<file path="config.mk">
export PLATFORM = sky130hd
export DESIGN_NAME = vx_cache_fill_sched
export DESIGN_NICKNAME = d
export VERILOG_FILES = /design/src/rtl/vx_cache_fill_sched.sv
export SDC_FILE = /design/constraint.sdc
export NUM_CORES = 1
export LEC_CHECK = 0
export ABC_AREA = 1
export BUFFER_PORTS_ARGS = -buffer_cell sky130_fd_sc_hd__buf_2
export CORE_AREA = 2 2 303 155
export DETAILED_ROUTE_END_ITERATION = 7
export DIE_AREA = 0 0 305 157
export PLACE_DENSITY_LB_ADDON = 0.3
export SKIP_LAST_GASP = 1
export SLEW_MARGIN = 20
export SYNTH_ARGS = -nofsm -noshare
export SYNTH_HDL_FRONTEND = slang
export SYNTH_SLANG_ARGS = --single-unit
</file>
<file path="constraint.sdc">
create_clock -name clk -period 7.75 [get_ports clk]
set_clock_uncertainty 0.1 [all_clocks]
set_input_delay 0 -clock clk [delete_from_list [all_inputs] [get_ports clk]]
set_output_delay 0 -clock clk [all_outputs]
set_load 0.02 [all_outputs]
</file>
<file path="src/rtl/vx_cache_fill_sched.sv">
// vx_cache_fill_sched
//   Per-bank memory-response scheduler. Returning line fills, tagged with the
//   MSHR id that issued the miss, are buffered in a FIFO and issued one at a
//   time into the bank pipeline. After each fill the scheduler waits for the
//   MSHR replay chain that fill started to drain before it offers the next
//   fill. The MSHR tracks only one replay chain, and a new fill would
//   overwrite its dequeue pointer.
//
//   Optional feature macro: VX_CACHE_FILL_PERF_EN (stall-cycle counter).
//
//   Ports
//     clk, reset          clock, synchronous active-high reset
//     mem_rsp_*_i/o       memory response in (valid/id/data, ready out)
//     fill_*_o/i          fill request to bank pipeline (valid/id/data, ready in)
//     replay_active_i     MSHR dequeue_valid (replay chain in flight)
//     pending_count_o     FIFO occupancy
//     perf_stall_cycles_o stalled fill cycles (0 when feature disabled)
//
//   state | meaning
//   IDLE  | may issue the FIFO head once replay_active_i is low
//   ARM   | fill accepted, waiting FILL_LAT for the MSHR to raise replay_active
//   DRAIN | waiting for the replay chain to finish
module vx_cache_fill_sched #(
  parameter int LINE_SIZE       = 16,
  parameter int MSHR_SIZE       = 4,
  parameter int MSHR_ADDR_WIDTH = (MSHR_SIZE > 1) ? $clog2(MSHR_SIZE) : 1,
  parameter int RSP_QUEUE_SIZE  = 4,
  parameter int FILL_LAT        = 2
) (
  input  logic                                clk,
  input  logic                                reset,
  input  logic                                mem_rsp_valid_i,
  input  logic [MSHR_ADDR_WIDTH-1:0]          mem_rsp_id_i,
  input  logic [LINE_SIZE*8-1:0]              mem_rsp_data_i,
  output logic                                mem_rsp_ready_o,
  output logic                                fill_valid_o,
  output logic [MSHR_ADDR_WIDTH-1:0]          fill_id_o,
  output logic [LINE_SIZE*8-1:0]              fill_data_o,
  input  logic                                fill_ready_i,
  input  logic                                replay_active_i,
  output logic [$clog2(RSP_QUEUE_SIZE):0]     pending_count_o,
  output logic [31:0]                         perf_stall_cycles_o
);

  localparam int DW   = LINE_SIZE * 8;
  localparam int EW   = MSHR_ADDR_WIDTH + DW;
  localparam int QAW  = $clog2(RSP_QUEUE_SIZE);
  localparam int CNTW = QAW + 1;
  localparam int WCW  = (FILL_LAT > 1) ? $clog2(FILL_LAT) : 1;

  typedef enum logic [1:0] {IDLE, ARM, DRAIN} state_t;

  state_t          state_q;
  logic [WCW-1:0]  wait_cnt_q;
  logic [EW-1:0]   mem_q [RSP_QUEUE_SIZE];
  logic [QAW-1:0]  rd_ptr_q, wr_ptr_q;
  logic [CNTW-1:0] count_q, count_d;
  logic            full, empty, push, pop;

  assign full  = (count_q == CNTW'(RSP_QUEUE_SIZE));
  assign empty = (count_q == '0);

  // Held low while reset is asserted so nothing is accepted into a FIFO
  // that is being flushed.
  assign mem_rsp_ready_o = !reset && !full;
  assign push            = mem_rsp_valid_i && mem_rsp_ready_o;

  assign fill_valid_o = (state_q == IDLE) && !empty && !replay_active_i;
  assign pop          = fill_valid_o && fill_ready_i;

  assign {fill_id_o, fill_data_o} = mem_q[rd_ptr_q];
  assign pending_count_o          = count_q;

  always_comb begin
    count_d = count_q;
    case ({push, pop})
      2'b10:   count_d = count_q + 1'b1;
      2'b01:   count_d = count_q - 1'b1;
      default: count_d = count_q;
    endcase
  end

  // Line storage carries no reset; validity is tracked by the pointers.
  always_ff @(posedge clk) begin
    if (push) begin
      mem_q[wr_ptr_q] <= {mem_rsp_id_i, mem_rsp_data_i};
    end
  end

  always_ff @(posedge clk) begin
    if (reset) begin
      state_q    <= IDLE;
      wait_cnt_q <= '0;
      rd_ptr_q   <= '0;
      wr_ptr_q   <= '0;
      count_q    <= '0;
    end else begin
      count_q <= count_d;
      if (push) wr_ptr_q <= wr_ptr_q + 1'b1;
      if (pop)  rd_ptr_q <= rd_ptr_q + 1'b1;
      case (state_q)
        IDLE: begin
          if (pop) begin
            wait_cnt_q <= WCW'(FILL_LAT - 1);
            state_q    <= ARM;
          end
        end
        ARM: begin
          // replay_active may still reflect the previous chain here; the
          // MSHR only raises it for this fill after FILL_LAT cycles.
          if (wait_cnt_q == '0) state_q    <= DRAIN;
          else                  wait_cnt_q <= wait_cnt_q - 1'b1;
        end
        DRAIN: begin
          if (!replay_active_i) state_q <= IDLE;
        end
        default: state_q <= IDLE;
      endcase
    end
  end

`ifdef VX_CACHE_FILL_PERF_EN
  logic        stall;
  logic [31:0] perf_q;

  assign stall = !empty && ((state_q != IDLE) || replay_active_i || !fill_ready_i);

  always_ff @(posedge clk) begin
    if (reset) begin
      perf_q <= '0;
    end else if (stall && (perf_q != 32'hFFFF_FFFF)) begin
      perf_q <= perf_q + 32'd1;
    end
  end

  assign perf_stall_cycles_o = perf_q;
`else
  assign perf_stall_cycles_o = '0;
`endif

endmodule

</file>
# Word-level counts from Yosys, hierarchy flattened
# Memory sizes are Yosys's and may differ from the RTL's. A register that Yosys moved wholly into a read port is not among the register bits.
# Index checks and enable logic that the tools add are counted.
[totals] reg_bits=10 ramBits=520 input_bits=135 output_inout_bits=167 elab_cells=46 n_memories=1
[op_classes] addsub=5 eq_ne=8 muxes=12 n_reduce_logical=15
[memory_table] memory="mem_q" depth=4 width=130 rd=1 rd_clocked_by_memory_dff=1 wr=1 line="55" source="logic [EW-1:0] mem_q [RSP_QUEUE_SIZE];"
[op_table] op="$mux 2" n=5
[op_table] op="$ne 2x2->1 const B" n=3
[op_table] op="$pmux 2 s3" n=1
[op_table] op="$pmux 3 s2" n=1
[op_table] op="$logic_and 1x1->1" n=5
[op_table] op="$add 2x1->2 const B" n=2
[op_table] op="$eq 2x1->1 const B" n=2
[op_table] op="$eq 2x2->1 const B" n=2
[op_table] op="$logic_not 1->1" n=4
[op_table] op="$mux 1" n=4
[op_table] op="$reduce_bool 2->1" n=2
[op_table] op="$add 3x1->3 const B" n=1
[op_table] op="$eq 3x3->1 const B" n=1
[op_table] op="$logic_not 3->1" n=1
[op_table] op="$reduce_and 3->1" n=1
[op_table] op="$sub 3x1->3 const B" n=1
[op_table] op="$logic_not 2->1" n=1
[op_table] op="$pmux 1 s2" n=1
[op_table] op="$reduce_and 2->1" n=1
[op_table] op="$sub 1x1->1 const B" n=1

# Logic depth before layout (Yosys ltp)
# Gate-level depths: netlist of the first run.
[depth] word_depth=7 mapped_depth=13 mapped_depth_nobuf=13

# Worst setup path before layout of the first run
# Ideal clock, no wire load.
[synth_timing] kind="reg2reg" startpoint="register count_q[0], in the netlist pending_count_o[0]" endpoint="memory mem_q[0][0] (netlist bit) (enable)" setup_ns=0.621 arrival_time_ns=6.267 path_slack_ns=0.761 stages_incl_launch_ff=5 path_buffers=0 cell_sequence="dfxtp_1 > nor2_1 > nand2_1 > nand3_1 > nor2_1"
[synth_between] elab_chain_len=6
[synth_lines] item="start: declaration" line="57" source="logic [CNTW-1:0] count_q, count_d;"
[synth_lines] item="start signal: assignment" line="98" source="count_q <= count_d;"
[synth_lines] item="$eq 3x3->1" line="60" source="assign full = (count_q == CNTW'(RSP_QUEUE_SIZE));"
[synth_lines] item="$logic_not 1->1" line="65" source="assign mem_rsp_ready_o = !reset && !full;"
[synth_lines] item="$logic_and 1x1->1" line="65"
[synth_lines] item="$logic_and 1x1->1" line="66" source="assign push = mem_rsp_valid_i && mem_rsp_ready_o;"
[synth_lines] item="$mux 1" line="85" source="if (push) begin"
[synth_lines] item="$mux 1 (implied by the code)" line="86" source="mem_q[wr_ptr_q] <= {mem_rsp_id_i, mem_rsp_data_i};"
[synth_lines] item="end: declaration" line="55"
# No other way between the ends.

==> flow_metrics.env, run 1 <==
export IMPL_status="finished, final reports clean"
export IMPL_rsz0062_at_grt="false"
export IMPL_yosys_register_bits=532
export IMPL_setup_ws_ns=4.36
export IMPL_drtAntennaViolNets=0
export IMPL_ir_drop_uv=156
export IMPL_min_period_ns=3.39
export IMPL_crit_type="register to primary output"
export IMPL_r2r_slack_ns=4.86
export IMPL_worstSetupEndpointType="primary output"
export IMPL_synthArstFlopShare_pct=0
export IMPL_die_area_sq_mm=0.0479
export IMPL_cts_sinks=532
export IMPL_dr_pass1_iters=6
export IMPL_viasPerCell=5.18
export IMPL_rows=55
export IMPL_syn_cell_area_sq_mm=0.0201
export IMPL_drtIter0Drc=893
export IMPL_reg2reg_from="pending_count_o[0]"
export IMPL_synth_edff_count=520
export IMPL_vias=12400
export IMPL_period_share_pct=43.7
export IMPL_power_density_mw_per_mm2=246
export IMPL_drive_above_1_share_pct=19.2
export IMPL_portBuffers=269
export IMPL_cts_hold_buffers_added=137
export IMPL_gp_congestion=0.775
export IMPL_clkLatencyLatePin_ns=0.56
export IMPL_antenna_found_initial=1
export IMPL_clkTransAtPathRegs_ns=0.06
export IMPL_htreeDepth=2
export IMPL_drc_errors=0
export IMPL_setup_viol=0
export IMPL_report_final_slew_viol_count=0
export IMPL_cts_tree="yes"
export IMPL_grt_pass1_wl_um=67400
export IMPL_overflow=0
export IMPL_startpoint_type="register"
export IMPL_wl_per_cell_um=18.8
export IMPL_grt_pass1_vias=12300
export IMPL_ys_seq_area_share_pct=78.8
export IMPL_syn_inst=1373
export IMPL_fmax_mhz=295
export IMPL_die_h_um=157
export IMPL_timing_rr_end="mem_q[1][101]"
export IMPL_initial_utilization_pct=44.8
export IMPL_synth_most_common_cell="edfxtp_1"
export IMPL_hpwl_um=23300
export IMPL_cts_buffers=47
export IMPL_hold_viol=0
export IMPL_hold_end="mem_q[3][66]"
export IMPL_ys_types=26
export IMPL_syn_area_per_cell_sq_um=14.7
export IMPL_finalWirelength_um=44800
export IMPL_min_path_type="input port to register"
export IMPL_synth_area_leaders="edfxtp_1 78%, nor2_1 5.0%, o21ai_0 4.8%"
export IMPL_place_inst=2163
export IMPL_crit_fanout=183
export IMPL_cts_root_buf="clkbuf_16"
export IMPL_cp_arrival_ns=3.29
export IMPL_io_pins=302
export IMPL_cts_setup_buffers=0
export IMPL_hold_slack_ns=0.0878
export IMPL_holdPathStages=2
export IMPL_max_slew_worst_pin_slew_ns=1.09
export IMPL_cts_max_path_buffers=3
export IMPL_min_from="mem_rsp_data_i[66]"
export IMPL_fin_cells=2384
export IMPL_reg2reg_depth=5
export IMPL_dp_worst_setup_slack_ns=4.85
export IMPL_power_w=0.00603
export IMPL_synthTopCellsByCount="520 x edfxtp_1, 270 x nor2_1, 193 x o21ai_0"
export IMPL_cp_data_required_time_ns=7.65
export IMPL_drv_cap=0
export IMPL_fin_setup_tns_ns=0
export IMPL_die_x_um=305
export IMPL_power_leakage_nw=8.59
export IMPL_grt_max_degree=184
export IMPL_slew_headroom_pct=27.4
export IMPL_finalNetCount=1892
export IMPL_coreArea_sq_mm=0.0449
export IMPL_synth_top_area_share_pct=77.6
export IMPL_synth_largest_area_cell="edfxtp_1"
export IMPL_yosys_most_used_dff="edfxtp_1"
export IMPL_grt_util_all_layers_pct=18.2
export IMPL_cts_resized=0
export IMPL_synth_warnings=0
export IMPL_fillers=3602
export IMPL_area_growth_pct=21.6
## state kept, by name, summed over array words and instances (netlist names), named ones only
register and cells:
mem_q 520, wr_ptr_q 2, state_q 2, wait_cnt_q 1, pending_count_o 3, rd_ptr_q 2
## worst max-delay path, cell delays in order (launching register included)
cell and delay [ns]:
dfxtp_4 0.61, inv_12 0.66, buf_4 0.77, o21ai_1 0.11, o22ai_1 0.23, buf_2 0.21
## routing by layer
metal | GRT usage (%) | vias to the layer above | share of wire [%] | wire, um
met5 | 0 | - | 0 | 0
met4 | 6.91 | 0 | 2.9 | 1290
met3 | 2.80 | 76 | 4.1 | 1840
met2 | 33.2 | 313 | 53 | 23800
met1 | 22.0 | 6114 | 40 | 17900
li1 | - | 5858 | - | -
## how the worst max path moves through the flow
stage / from / endpoint / slack (ns)
final: register / fill_data_o[110] / 4.36
after global placement: register / fill_data_o[109] / 4.90
after global routing: register / fill_data_o[109] / 4.10
after detailed placement: pending_count_o[0] / mem_q[1][116] / 4.85
after floorplan: pending_count_o[0] / mem_q[0][0] / 0.76
after CTS: register / fill_data_o[125] / 4.29
## where the power goes
group / switching [W] / leakage [nW] / internal [W]
Combinational: 0.000402 / 3.08 / 0.000197
Sequential: 0.0000295 / 4.82 / 0.00324
Clock: 0.000981 / 0.682 / 0.00118
## metrics by stage
step	instance area, sq um	util, %
4_1_cts	24500	54.4
3_3_place_gp	21700	48.3
6_report	24500	54.4
5_1_grt	24500	54.4
2_1_floorplan	20200	-
3_5_place_dp	21700	48.3
## logic make-up (layout without fill, tap and decap cells)
kind of cell | count (synthesis) | in the layout | synth area share, %
compound gates | 402 | 402 | 10.8
fa+ha+maj | 6 | 6 | 0.410
buf+inv | 138 | 519 | 4.41
flops | 532 | 532 | 78.8
other cells | 1 | 33 | 0.0186
simple gates | 294 | 294 | 5.55
## area by class of cell
type                            count  area [sq um]  area share (%)
Sequential cell                   532         15900            64.8
Clock buffer                       59          1260            5.17
Timing Repair Buffer              415          2840            11.6
Antenna cell                        1          2.50          0.0102
Tap cell                          598           748            3.06
Clock inverter                     24           125           0.511
Multi-Input combinational cell    734          3530            14.4
Inverter                           21          96.3           0.394
## cell usage in the layout, fill, tap and decap left out, types with 15 or more instances in the layout
cell	Yosys	final
buf_2	14	269
clkbuf_16	0	49
clkinv_1	0	16
conb_1	1	32
dlygate4sd3_1	0	137
edfxtp_1	520	520
inv_1	19	19
nand2_1	15	15
nor2_1	270	266
o21ai_0	193	193
o21ai_1	70	70
o22ai_1	130	130
(Power assumes the default switching activity.)
==> run 2, diff against run 1 <==
- clock period: 7.75 -> 3.6 ns (I/O delays scaled with it)
==> run 2 against run 1 <==
  * Clock power grew 110%
  * Die area stayed put
  * Clock-buffer cell count shrank 5
  * Combinational power increased by 130%
  * Via count rose by 1.1%
  * Critical path depth down 1
  * Cell area up 0.88%
  * Largest power group unchanged
  * Sequential power grew 110%
  * Setup slack lost 3.4 ns
==> flow_metrics.env, run 2 (synthesis gave the netlist of run 1 again) <==
export IMPL_period_share_pct=74.3
export IMPL_diodes=0
export IMPL_drv_cap=0
export IMPL_crit_fanout=104
export IMPL_die_h_um=157
export IMPL_design_area_sq_mm=0.0247
export IMPL_die_x_um=305
export IMPL_reg2reg_depth=5
export IMPL_gp_congestion=0.761
export IMPL_drtIter0Drc=969
export IMPL_clkTransAtPathRegs_ns=0.06
export IMPL_reg2reg_from="pending_count_o[0]"
export IMPL_fin_setup_tns_ns=0
export IMPL_crit_end="fill_data_o[55]"
export IMPL_finalWirelength_um=44600
export IMPL_power_leakage_nw=8.71
export IMPL_area_growth_pct=22.6
export IMPL_viasPerCell=5.20
export IMPL_cp_arrival_ns=2.58
export IMPL_top_register="mem_q"
export IMPL_finalNetCount=1911
export IMPL_htreeDepth=2
export IMPL_placed_area_sq_mm=0.0220
export IMPL_setup_ws_ns=0.924
export IMPL_dp_worst_setup_slack_ns=1.03
export IMPL_overflow=0
export IMPL_power_density_mw_per_mm2=523
export IMPL_die_area_sq_mm=0.0479
export IMPL_power_w=0.0129
export IMPL_max_slew_worst_pin_slew_ns=1.09
export IMPL_grt_util_all_layers_pct=18.0
export IMPL_wl_per_cell_um=18.6
export IMPL_antenna_found_initial=0
export IMPL_fmax_mhz=374
export IMPL_cts_max_path_buffers=3
export IMPL_ir_drop_uv=327
export IMPL_cts_buffers=46
export IMPL_slew_headroom_pct=27.1
export IMPL_grt_max_degree=157
export IMPL_grt_pass1_wl_um=67000
export IMPL_cts_hold_buffers_added=135
export IMPL_rows=55
export IMPL_hold_viol=0
export IMPL_hpwl_um=25300
export IMPL_cts_tree="yes"
export IMPL_io_pins=302
export IMPL_largest_reg_flops=520
export IMPL_cts_root_buf="clkbuf_16"
export IMPL_cts_setup_buffers=0
export IMPL_drive_above_1_share_pct=20.4
export IMPL_drc_errors=0
export IMPL_grt_pass1_vias=12100
export IMPL_report_final_slew_viol_count=0
export IMPL_drtAntennaViolNets=0
export IMPL_startpoint_type="register"
export IMPL_setup_viol=0
export IMPL_status="finished, final reports clean"
export IMPL_r2r_slack_ns=1.11
export IMPL_cts_resized=0
export IMPL_utilization_pct=54.9
export IMPL_crit_type="register to primary output"
export IMPL_layout_commonest_cell="edfxtp_1"
export IMPL_cts_sinks=532
export IMPL_portBuffers=269
export IMPL_coreArea_sq_mm=0.0449
export IMPL_initial_utilization_pct=44.8
export IMPL_cp_data_required_time_ns=3.50
export IMPL_dr_pass1_iters=7
export IMPL_clkLatencyLatePin_ns=0.55
export IMPL_vias=12500
export IMPL_timing_rr_end="mem_q[0][119]"
export IMPL_holdPathStages=2
export IMPL_layout_common_cells="520 x edfxtp_1, 269 x buf_2, 266 x nor2_1, 193 x o21ai_0, 135 x dlygate4sd3_1"
export IMPL_min_path_type="input port to register"
export IMPL_worstSetupEndpointType="primary output"
export IMPL_rsz0062_at_grt="false"
export IMPL_min_period_ns=2.68
## run 2: cell types whose count changed in the layout (fill, tap and decap cells not counted)
cell	previous run	this run
clkinv_1	16	14
diode_2	1	0
dlygate4sd3_1	137	135
inv_4	0	1
clkbuf_16	49	47
clkbuf_1	10	7
buf_4	5	18
buf_12	4	13
clkinv_2	7	10
clkinvlp_4	0	1
## run 2: cell type report
cell class	instances	area, sq um
inverters	21	93.8
well taps	598	748
repair buffers	435	3090
clock buffers	54	1200
flip-flops and latches	532	15900
fillers	3649	20300
clock inverters	27	149
multi-input cells	734	3530
## run 2: per-stage QoR
step,cells,hold WS (ns)
2_1_floorplan,1404,-0.0309
3_3_place_gp,2185,0.115
3_5_place_dp,2185,0.115
4_1_cts,2401,0.0649
5_1_grt,2401,0.0802
6_report,2401,0.0960
## run 2: critical path, stage by stage (launching register included)
cell and delay (ns):
dfxtp_4 0.42, buf_4 0.80, o21ai_0 0.22, o22ai_1 0.30, buf_2 0.22
## run 2: per-layer routing
metal / global-route usage, % / wire [um]
met4: 5.82 / 1280
met2: 32.2 / 23100
met5: 0 / 0
met3: 2.89 / 1960
met1: 22.5 / 18200
## run 2: report_power, final
group / internal (W) / switching (W)
clock: 0.00245 / 0.00210
sequential: 0.00696 / 0.0000382
combinational: 0.000445 / 0.000901
total: 0.00986 / 0.00304
## run 2: worst min path at each step
stage                             start       endpoint  slack (ns)
global placement    mem_rsp_data_i[111]  mem_q[3][111]        0.12
finish               mem_rsp_data_i[83]   mem_q[0][83]         0.1
global route         mem_rsp_data_i[59]   mem_q[2][59]        0.08
floorplan                         reset    wr_ptr_q[0]       -0.03
detailed placement   mem_rsp_data_i[63]   mem_q[0][63]        0.12
CTS                 mem_rsp_data_i[100]  mem_q[2][100]        0.06
==> run 3, diff against run 2 <==
- clock period: 3.6 -> 2.24 ns (I/O delays scaled with it)
==> run 3 against run 2 <==
  * Clock-buffer cell count up 3
  * Power increased by 68%
  * Utilization up 1.3 points
==> flow_metrics.env, run 3 (synthesis gave the netlist of run 1 again) <==
export IMPL_startpoint_type="register"
export IMPL_critical_path_buf_inv_count=2
export IMPL_wl_met3_um=2450
export IMPL_design_area_sq_mm=0.0253
export IMPL_viasPerCell=5.19
export IMPL_combinationalPowerShare_pct=10.5
export IMPL_antenna_found_initial=1
export IMPL_grt_util_all_layers_pct=18.4
export IMPL_drv_cap=0
export IMPL_cts_tree="yes"
export IMPL_cp_slowest_cell="dfxtp_4"
export IMPL_layout_commonest_cell="edfxtp_1"
export IMPL_p_clk_share_pct=37.5
export IMPL_cp_arrival_ns=2.04
export IMPL_cp_top_family="buffers and inverters"
export IMPL_drc_errors=0
export IMPL_wl_met1_um=18700
export IMPL_utilization_pct=56.2
export IMPL_power_frac_seq_pct=52.0
export IMPL_grt_max_degree=141
export IMPL_min_path_type="input port to register"
export IMPL_period_share_pct=95.6
export IMPL_finalNetCount=1933
export IMPL_cts_sinks=532
export IMPL_crit_cells=4
export IMPL_cp_data_required_time_ns=2.14
export IMPL_die_h_um=157
export IMPL_crit_fanout=70
export IMPL_vias=12600
export IMPL_dr_pass1_iters=5
export IMPL_timing_rr_end="pending_count_o[2]"
export IMPL_portBuffers=269
export IMPL_slew_headroom_pct=61.8
export IMPL_grt_pass1_vias=12300
export IMPL_dr_wl_met2_um=25000
export IMPL_reg2reg_from="state_q[1]"
export IMPL_grt_pass1_wl_um=68500
export IMPL_finalWirelength_um=47400
export IMPL_clkTransAtPathRegs_ns=0.06
export IMPL_cp_cell_sequence="clkbuf_16 -> o21ai_0 -> o22ai_1 -> buf_2"
export IMPL_hpwl_um=27200
export IMPL_wl_per_cell_um=19.6
export IMPL_gp_congestion=0.782
export IMPL_max_slew_worst_pin_slew_ns=0.572
export IMPL_initial_utilization_pct=44.8
export IMPL_die_area_sq_mm=0.0479
export IMPL_drtIter0Drc=970
export IMPL_die_x_um=305
export IMPL_hold_end="mem_q[3][92]"
export IMPL_power_switching_w=0.00503
export IMPL_rows=55
export IMPL_status="finished, final reports clean"
export IMPL_drtAntennaViolNets=0
export IMPL_fmax_mhz=467
export IMPL_reg2reg_depth=12
export IMPL_p_sw_share_pct=23.2
export IMPL_min_period_ns=2.14
export IMPL_power_density_mw_per_mm2=858
export IMPL_crit_type="register to primary output"
export IMPL_overflow=0
export IMPL_holdPathStages=2
export IMPL_clkLatencyLatePin_ns=0.55
export IMPL_area_growth_pct=25.5
export IMPL_power_internal_w=0.0166
export IMPL_layout_common_cells="520 x edfxtp_1, 269 x buf_2, 264 x nor2_1, 193 x o21ai_0, 136 x dlygate4sd3_1"
export IMPL_r2r_slack_ns=0.17
export IMPL_hold_viol=0
export IMPL_setup_viol=0
export IMPL_cts_buffers=47
export IMPL_ir_drop_uv=520
export IMPL_power_leakage_nw=8.97
export IMPL_largest_reg_flops=520
export IMPL_drive_above_1_share_pct=21.8
export IMPL_critical_path_max_stage_delay_ns=0.53
export IMPL_top_layer_used="met4"
export IMPL_rsz0062_at_grt="true"
export IMPL_coreArea_sq_mm=0.0449
export IMPL_min_from="mem_rsp_data_i[92]"
export IMPL_top_register="mem_q"
export IMPL_cts_max_path_buffers=3
export IMPL_io_pins=302
export IMPL_hold_slack_ns=0.0935
export IMPL_cts_root_buf="clkbuf_16"
export IMPL_report_final_slew_viol_count=0
export IMPL_htreeDepth=2
export IMPL_placed_area_sq_mm=0.0222
export IMPL_worstSetupEndpointType="primary output"
-- run 3: worst register-to-register path: stages, from the launching register on --
cell and delay (ns):
dfxtp_1 0.31, inv_1 0.07, nand2_1 0.07, nor2_2 0.17, nand3_2 0.14, inv_1 0.10
ha_1 0.17, inv_1 0.07, fa_1 0.41, nand2_1 0.09, nand3_1 0.08, o21ai_0 0.14
a21oi_1 0.05
-- run 3: what timing repair did --
item                       4_1_cts  5_1_grt
setup endpoints to repair        3       88
gates resized for setup          1       10
setup buffers                    0        2
hold endpoints to repair       538        0
gates cloned                     0        4
pin swaps                        0        1
hold buffers                   137        0
-- run 3: per-layer routing --
layer  up-vias  global-route usage (%)
met5         -                       0
met3        72                    3.03
li1       5929                       -
met1      6227                    22.3
met2       365                    34.0
met4         0                    5.87
-- run 3: power by group through the flow --
stage	registers, W	logic [W]	clock network, W
floorplan	0.0115	0.00128	0
finish	0.0113	0.00228	0.00813
detailed placement	0.0115	0.00203	0
CTS	0.0113	0.00224	0.00829
global placement	0.0115	0.00201	0
global route	0.0113	0.00245	0.00865
-- run 3: worst max path at each step --
stage / startpoint / endpoint / slack (ns)
5_1_grt: register / fill_data_o[122] / -0.01
6_report: register / fill_data_o[57] / 0.1
2_1_floorplan: pending_count_o[1] / mem_q[0][0] / -0.92
3_5_place_dp: state_q[1] / pending_count_o[2] / 0.16
4_1_cts: register / fill_data_o[122] / 0.009
3_3_place_gp: state_q[0] / pending_count_o[2] / 0.21
-- run 3: final cells by class --
type | instances | area (sq um)
Inverter | 21 | 110
Multi-Input combinational cell | 734 | 3560
Sequential cell | 532 | 15900
Clock buffer | 57 | 1260
Clock inverter | 26 | 272
Timing Repair Buffer | 454 | 3420
Tap cell | 598 | 748
Fill cell | 3597 | 19700
Antenna cell | 1 | 2.50
Timing Repair inverter | 2 | 22.5
-- run 3: per-stage QoR --
stage	std cells	setup TNS [ns]	worst slack [ns]	total power, W
3_3_place_gp	2199	0	0.210	0.0135
4_1_cts	2419	0	0.00918	0.0218
6_report	2425	0	0.0980	0.0217
2_1_floorplan	1404	-470.35	-0.922	0.0128
3_5_place_dp	2199	0	0.158	0.0135
5_1_grt	2425	-0.0140	-0.0140	0.0224
